<file path="src/rtl/sipo_receiver_pkg.sv">
`default_nettype none
// ============================================================================
// Module      : sipo_receiver_pkg
// Description : Shared types and helpers for the SIPO serial receiver.
// Revision    : 1.0 - initial release
// ============================================================================
package sipo_receiver_pkg;

    typedef enum logic {
        S_IDLE  = 1'b0,
        S_SHIFT = 1'b1
    } t_Sipo_State;

    // Width of the bit counter for a given word width (never below 1 bit).
    function automatic int count_width(input int width);
        return (width > 1) ? $clog2(width) : 1;
    endfunction

endpackage : sipo_receiver_pkg
`default_nettype wire

</file>
<file path="src/rtl/sipo_output_holding_register.sv">
`default_nettype none
// ============================================================================
// Module      : sipo_output_holding_register
// Description : Valid/ready output word register with sticky overrun flag.
// Revision    : 1.0 - initial release
// ============================================================================
module sipo_output_holding_register #(
    parameter int DATA_WIDTH = 4
) (
    input  logic                  clk,
    input  logic                  rst_n,
    input  logic                  i_clear,
    input  logic                  i_load,
    input  logic [DATA_WIDTH-1:0] i_load_data,
    input  logic                  i_ready,
    output logic [DATA_WIDTH-1:0] o_data,
    output logic                  o_valid,
    output logic                  o_overrun
);

    logic [DATA_WIDTH-1:0] r_data;
    logic                  r_valid;
    logic                  r_overrun;
    logic                  w_accept;
    logic                  w_free;

    assign w_accept = r_valid & i_ready;
    // The slot can take a new word when empty or being drained this same edge.
    assign w_free   = ~r_valid | i_ready;

    always_ff @(posedge clk or negedge rst_n) begin
        if (!rst_n) begin
            r_data    <= '0;
            r_valid   <= 1'b0;
            r_overrun <= 1'b0;
        end else begin
            if (i_load && w_free) begin
                r_data  <= i_load_data;
                r_valid <= 1'b1;
            end else if (w_accept) begin
                r_valid <= 1'b0;
            end

            if (i_clear) begin
                r_overrun <= 1'b0;
            end else if (i_load && !w_free) begin
                r_overrun <= 1'b1;
            end
        end
    end

    assign o_data    = r_data;
    assign o_valid   = r_valid;
    assign o_overrun = r_overrun;

endmodule : sipo_output_holding_register
`default_nettype wire

</file>
<file path="src/rtl/serial_in_parallel_out_sipo_receiver.sv">
`default_nettype none
// ============================================================================
// Module      : serial_in_parallel_out_sipo_receiver
// Description : MSB-first serial-to-parallel receiver with valid/ready output.
// Revision    : 1.0 - initial release
// ============================================================================
module serial_in_parallel_out_sipo_receiver
    import sipo_receiver_pkg::*;
#(
    parameter int DATA_WIDTH  = 4,
    localparam int COUNT_WIDTH = count_width(DATA_WIDTH)
) (
    input  logic                   Clk_In,
    input  logic                   Reset_N_In,
    input  logic                   Enable_In,
    input  logic                   Clear_In,
    input  logic                   Shift_Data_Signal_In,
    input  logic                   Serial_Data_In,
    output logic [DATA_WIDTH-1:0]  Parallel_Data_Out,
    output logic                   Parallel_Valid_Out,
    input  logic                   Parallel_Ready_In,
    output logic [COUNT_WIDTH-1:0] Bit_Count_Out,
    output logic                   Overrun_Error_Out
);

    localparam logic [COUNT_WIDTH-1:0] c_LAST_COUNT = COUNT_WIDTH'(DATA_WIDTH - 1);

    t_Sipo_State            r_state;
    logic [DATA_WIDTH-1:0]  r_shift_register;
    logic [COUNT_WIDTH-1:0] r_bit_count;
    logic                   w_strobe;
    logic                   w_complete;
    logic [DATA_WIDTH-1:0]  w_next_word;

    // Clear outranks the strobe, so a clear cycle never consumes a bit.
    assign w_strobe    = Enable_In & Shift_Data_Signal_In & ~Clear_In;
    assign w_complete  = w_strobe && (r_state == S_SHIFT) && (r_bit_count == c_LAST_COUNT);
    assign w_next_word = {r_shift_register[DATA_WIDTH-2:0], Serial_Data_In};

    always_ff @(posedge Clk_In or negedge Reset_N_In) begin
        if (!Reset_N_In) begin
            r_state          <= S_IDLE;
            r_shift_register <= '0;
            r_bit_count      <= '0;
        end else if (Clear_In) begin
            r_state          <= S_IDLE;
            r_shift_register <= '0;
            r_bit_count      <= '0;
        end else if (w_strobe) begin
            r_shift_register <= w_next_word;
            if (w_complete) begin
                r_state     <= S_IDLE;
                r_bit_count <= '0;
            end else begin
                r_state     <= S_SHIFT;
                r_bit_count <= r_bit_count + 1'b1;
            end
        end
    end

    sipo_output_holding_register #(
        .DATA_WIDTH (DATA_WIDTH)
    ) u_holding (
        .clk         (Clk_In),
        .rst_n       (Reset_N_In),
        .i_clear     (Clear_In),
        .i_load      (w_complete),
        .i_load_data (w_next_word),
        .i_ready     (Parallel_Ready_In),
        .o_data      (Parallel_Data_Out),
        .o_valid     (Parallel_Valid_Out),
        .o_overrun   (Overrun_Error_Out)
    );

    assign Bit_Count_Out = r_bit_count;

endmodule : serial_in_parallel_out_sipo_receiver
`default_nettype wire

</file>
<file path="config.mk">
export PLATFORM = sky130hd
export DESIGN_NAME = serial_in_parallel_out_sipo_receiver
export DESIGN_NICKNAME = d
export VERILOG_FILES = /design/src/rtl/sipo_receiver_pkg.sv /design/src/rtl/sipo_output_holding_register.sv /design/src/rtl/serial_in_parallel_out_sipo_receiver.sv
export SDC_FILE = /design/constraint.sdc
export NUM_CORES = 1
export LEC_CHECK = 0
export BUFFER_PORTS_ARGS = -buffer_cell sky130_fd_sc_hd__buf_2
export CAP_MARGIN = 20
export CELL_PAD_IN_SITES_DETAIL_PLACEMENT = 0
export CELL_PAD_IN_SITES_GLOBAL_PLACEMENT = 1
export CORE_MARGIN = 2
export CORE_UTILIZATION = 39
export DETAILED_ROUTE_END_ITERATION = 10
export HOLD_SLACK_MARGIN = 0.08
export PLACE_DENSITY_LB_ADDON = 0.1
export SETUP_SLACK_MARGIN = 0.05
export SYNTH_ARGS = -nofsm -noshare
export SYNTH_HDL_FRONTEND = slang
export SYNTH_SLANG_ARGS = --single-unit
</file>
<file path="constraint.sdc">
create_clock -name Clk_In -period 2.7 [get_ports Clk_In]
set_input_delay 0.54 -clock Clk_In [delete_from_list [all_inputs] [get_ports Clk_In]]
set_output_delay 0.54 -clock Clk_In [all_outputs]
set_load 0.03 [all_outputs]
</file>
==> flow_metrics.tcl <==
set metrics [dict create \
    crit_path_start_kind "flip-flop" \
    slew_violations 0 \
    rr_endpoint "u_holding.o_data[0]" \
    status "finished clean" \
    crit_type "reg -> reg" \
    cp_num_buf_inv 0 \
    cp-endpoint "u_holding.o_data[0]" \
    skew_ns 0.004109 \
    yosysTopAreaCell "dfrtp_1" \
    yosysWarnings 0 \
    antenna_left 0 \
    crit_cells 4 \
    dpl.hpwl_microns 675.5 \
    post_cts_resized 0 \
    nets 71 \
    cts.path.max_buffers 2 \
    fmax_mhz 668.5 \
    path_delay_family "simple AND/OR/NAND/NOR gates" \
    slew_headroom_pct 76.89 \
    worstSetupStartpoint "Bit_Count_Out[0]" \
    area_growth_pct 21.15 \
    fin_crit_ns 1.496 \
    clock-sinks 12 \
    ys_top_cells_by_area "dfrtp_1, nand2_1, mux2_2" \
    ff2ff_path_depth 4 \
    dieArea_sq_mm 0.001643 \
    worst_ir_drop_vdd_mv 0.2786 \
    seq_area_sq_um 300.3 \
    drv_cap 0 \
    vias 381 \
    cts_buffers 3 \
    cts_tree "yes" \
    initial_core_util_pct 41.03 \
    synth_flop_cell "dfrtp_1" \
    antenna_found_initial 0 \
    synth_seq_cells 12 \
    n_antenna_cell 0 \
    core_sq_mm 0.001269 \
    firstDrtPassIters 3 \
    max_stage_delay_ns 0.38 \
    ioPinCount 15 \
    clk_pin_slew_ns 0.08 \
    hold_buffers 0 \
    cts_root_buf "clkbuf_4" \
    worstHoldPathType "in -> async" \
    synth_common_cells "nand2_1, dfrtp_1, a21oi_1" \
    syn-cell-area_sq_um 520.5 \
    cts-htree-levels 1 \
    track_usage_pct 13.64 \
    rsz0062_at_grt "false" \
    period_share_pct 55.41 \
    crit_chain "ha_1 > nand2_1 > nor4b_4 > mux2_2" \
    timing.critical_path.slowest_stage_cell "dfrtp_1" \
    drcViolationCount 0 \
    setup_violations 0 \
    async_flop_share_pct 100.0 \
    overflow 0 \
    arrival_ns 1.65 \
    setup_tns_ns 0 \
    leakage_nw 0.3314 \
    clk_latency_ns 0.27 \
    hold_violations 0 \
    drive_above_1_share_pct 41.94 \
    synth-edff-count 0 \
    io_buffers 14 \
    place_congestion 0.6865 \
    dieWidth_microns 40.53 \
    fp-row-count 13 \
    worstPathRequired_ns 2.86 \
    r2r-start "Bit_Count_Out[0]" \
    fill_cells 126 \
    synth_top_area_share_pct 57.69 \
    yosys.cell_count.top_type "nand2_1" \
    dieHeight_microns 40.53 \
    seq_area_frac_synth_pct 57.69 \
    syn-instance-count 46 \
    drt_iter0_drc 4 \
    grt_max_degree 13 \
    post_cts_buffers 0 \
    grt_pass1_wl_mm 1.421 \
    rrSetupSlack_ns 1.20 \
    synthDistinctLibCells 15 \
    endpoint_kind "flip-flop" \
    grt_pass1_vias 356 \
    avgSynthCellArea_sq_um 11.32 \
    cp_max_fo 4 \
    pwr_density_cell_mw_per_mm2 557.2 \
    finalWirelength_microns 870 \
    worstMarginPinSlew_ns 0.3451 \
    vias_per_cell 4.948 \
    hold_ws_ns 0.1313 \
    syn_nets 54 \
    avgRoutedWirePerCell_microns 11.30 \
    multi_input_area_sq_um 201.4 \
]
## layout by cell type, fill, tap and decap left out, drive strengths merged, types with 4 or more instances in the layout
master and count:
a21oi 6, nand2 14, mux2 4, buf 14
dfrtp 12, clkbuf 4
## final cells by class
type                       instances  share of cell area (%)
sequential                        12                   47.62
multi-input combinational         31                   31.94
timing repair buffer              14                   11.11
clock buffer                       4                   5.754
tap                               15                   2.976
inverter                           1                  0.5952
## state kept, by name (all words and copies together), names as in the netlist
name and count:
u_holding.o_data 4, r_shift_register 3, Bit_Count_Out 2, r_state 1, u_holding.o_overrun 1, u_holding.o_valid 1
## kinds of logic (layout without fill, tap and decap cells)
family          after synthesis  after routing  share of synthesized area [%]
compound gates                7              7                          6.972
fa+ha+maj                     1              1                          2.403
buf+inv                       3             19                          3.604
flops                        12             12                          57.69
mux                           4              4                          8.653
simple gates                 19             19                          20.68
## power by group
group          switching (mW)  internal [mW]
clock                  0.0580         0.0819
sequential            0.00257          0.183
combinational          0.0171        0.00865
total                  0.0777          0.274
## worst min path at each step
stage	to
2_1_floorplan	Bit_Count_Out[0]
3_3_place_gp	u_holding.o_overrun
3_5_place_dp	u_holding.o_overrun
4_1_cts	u_holding.o_data[3]
5_1_grt	u_holding.o_data[3]
6_report	u_holding.o_data[3]
## routing by layer
metal  routed length, microns  GRT usage (%)
met3                       56          3.333
met5                        0              0
met4                        0          10.00
met2                      390          19.44
met1                      424          17.65
## through the flow
step | instances | worst slack (ns) | power, mW | utilization (%) | cell area, sq um
5_1_grt | 77 | 1.107 | 0.3669 | 49.70 | 630.6
4_1_cts | 77 | 1.177 | 0.3578 | 49.70 | 630.6
2_1_floorplan | 46 | 1.093 | 0.2049 | - | 520.5
3_3_place_gp | 73 | 1.060 | 0.2158 | 46.84 | 594.3
6_report | 77 | 1.204 | 0.3514 | 49.70 | 630.6
3_5_place_dp | 73 | 1.030 | 0.2159 | 46.84 | 594.3
## worst register-to-register path, stage by stage, from the launching register on
cell	delay [ns]
dfrtp_1	0.38
ha_1	0.16
nand2_1	0.12
nor4b_4	0.35
mux2_2	0.38
No activity file was read; power rests on OpenSTA's default activity.
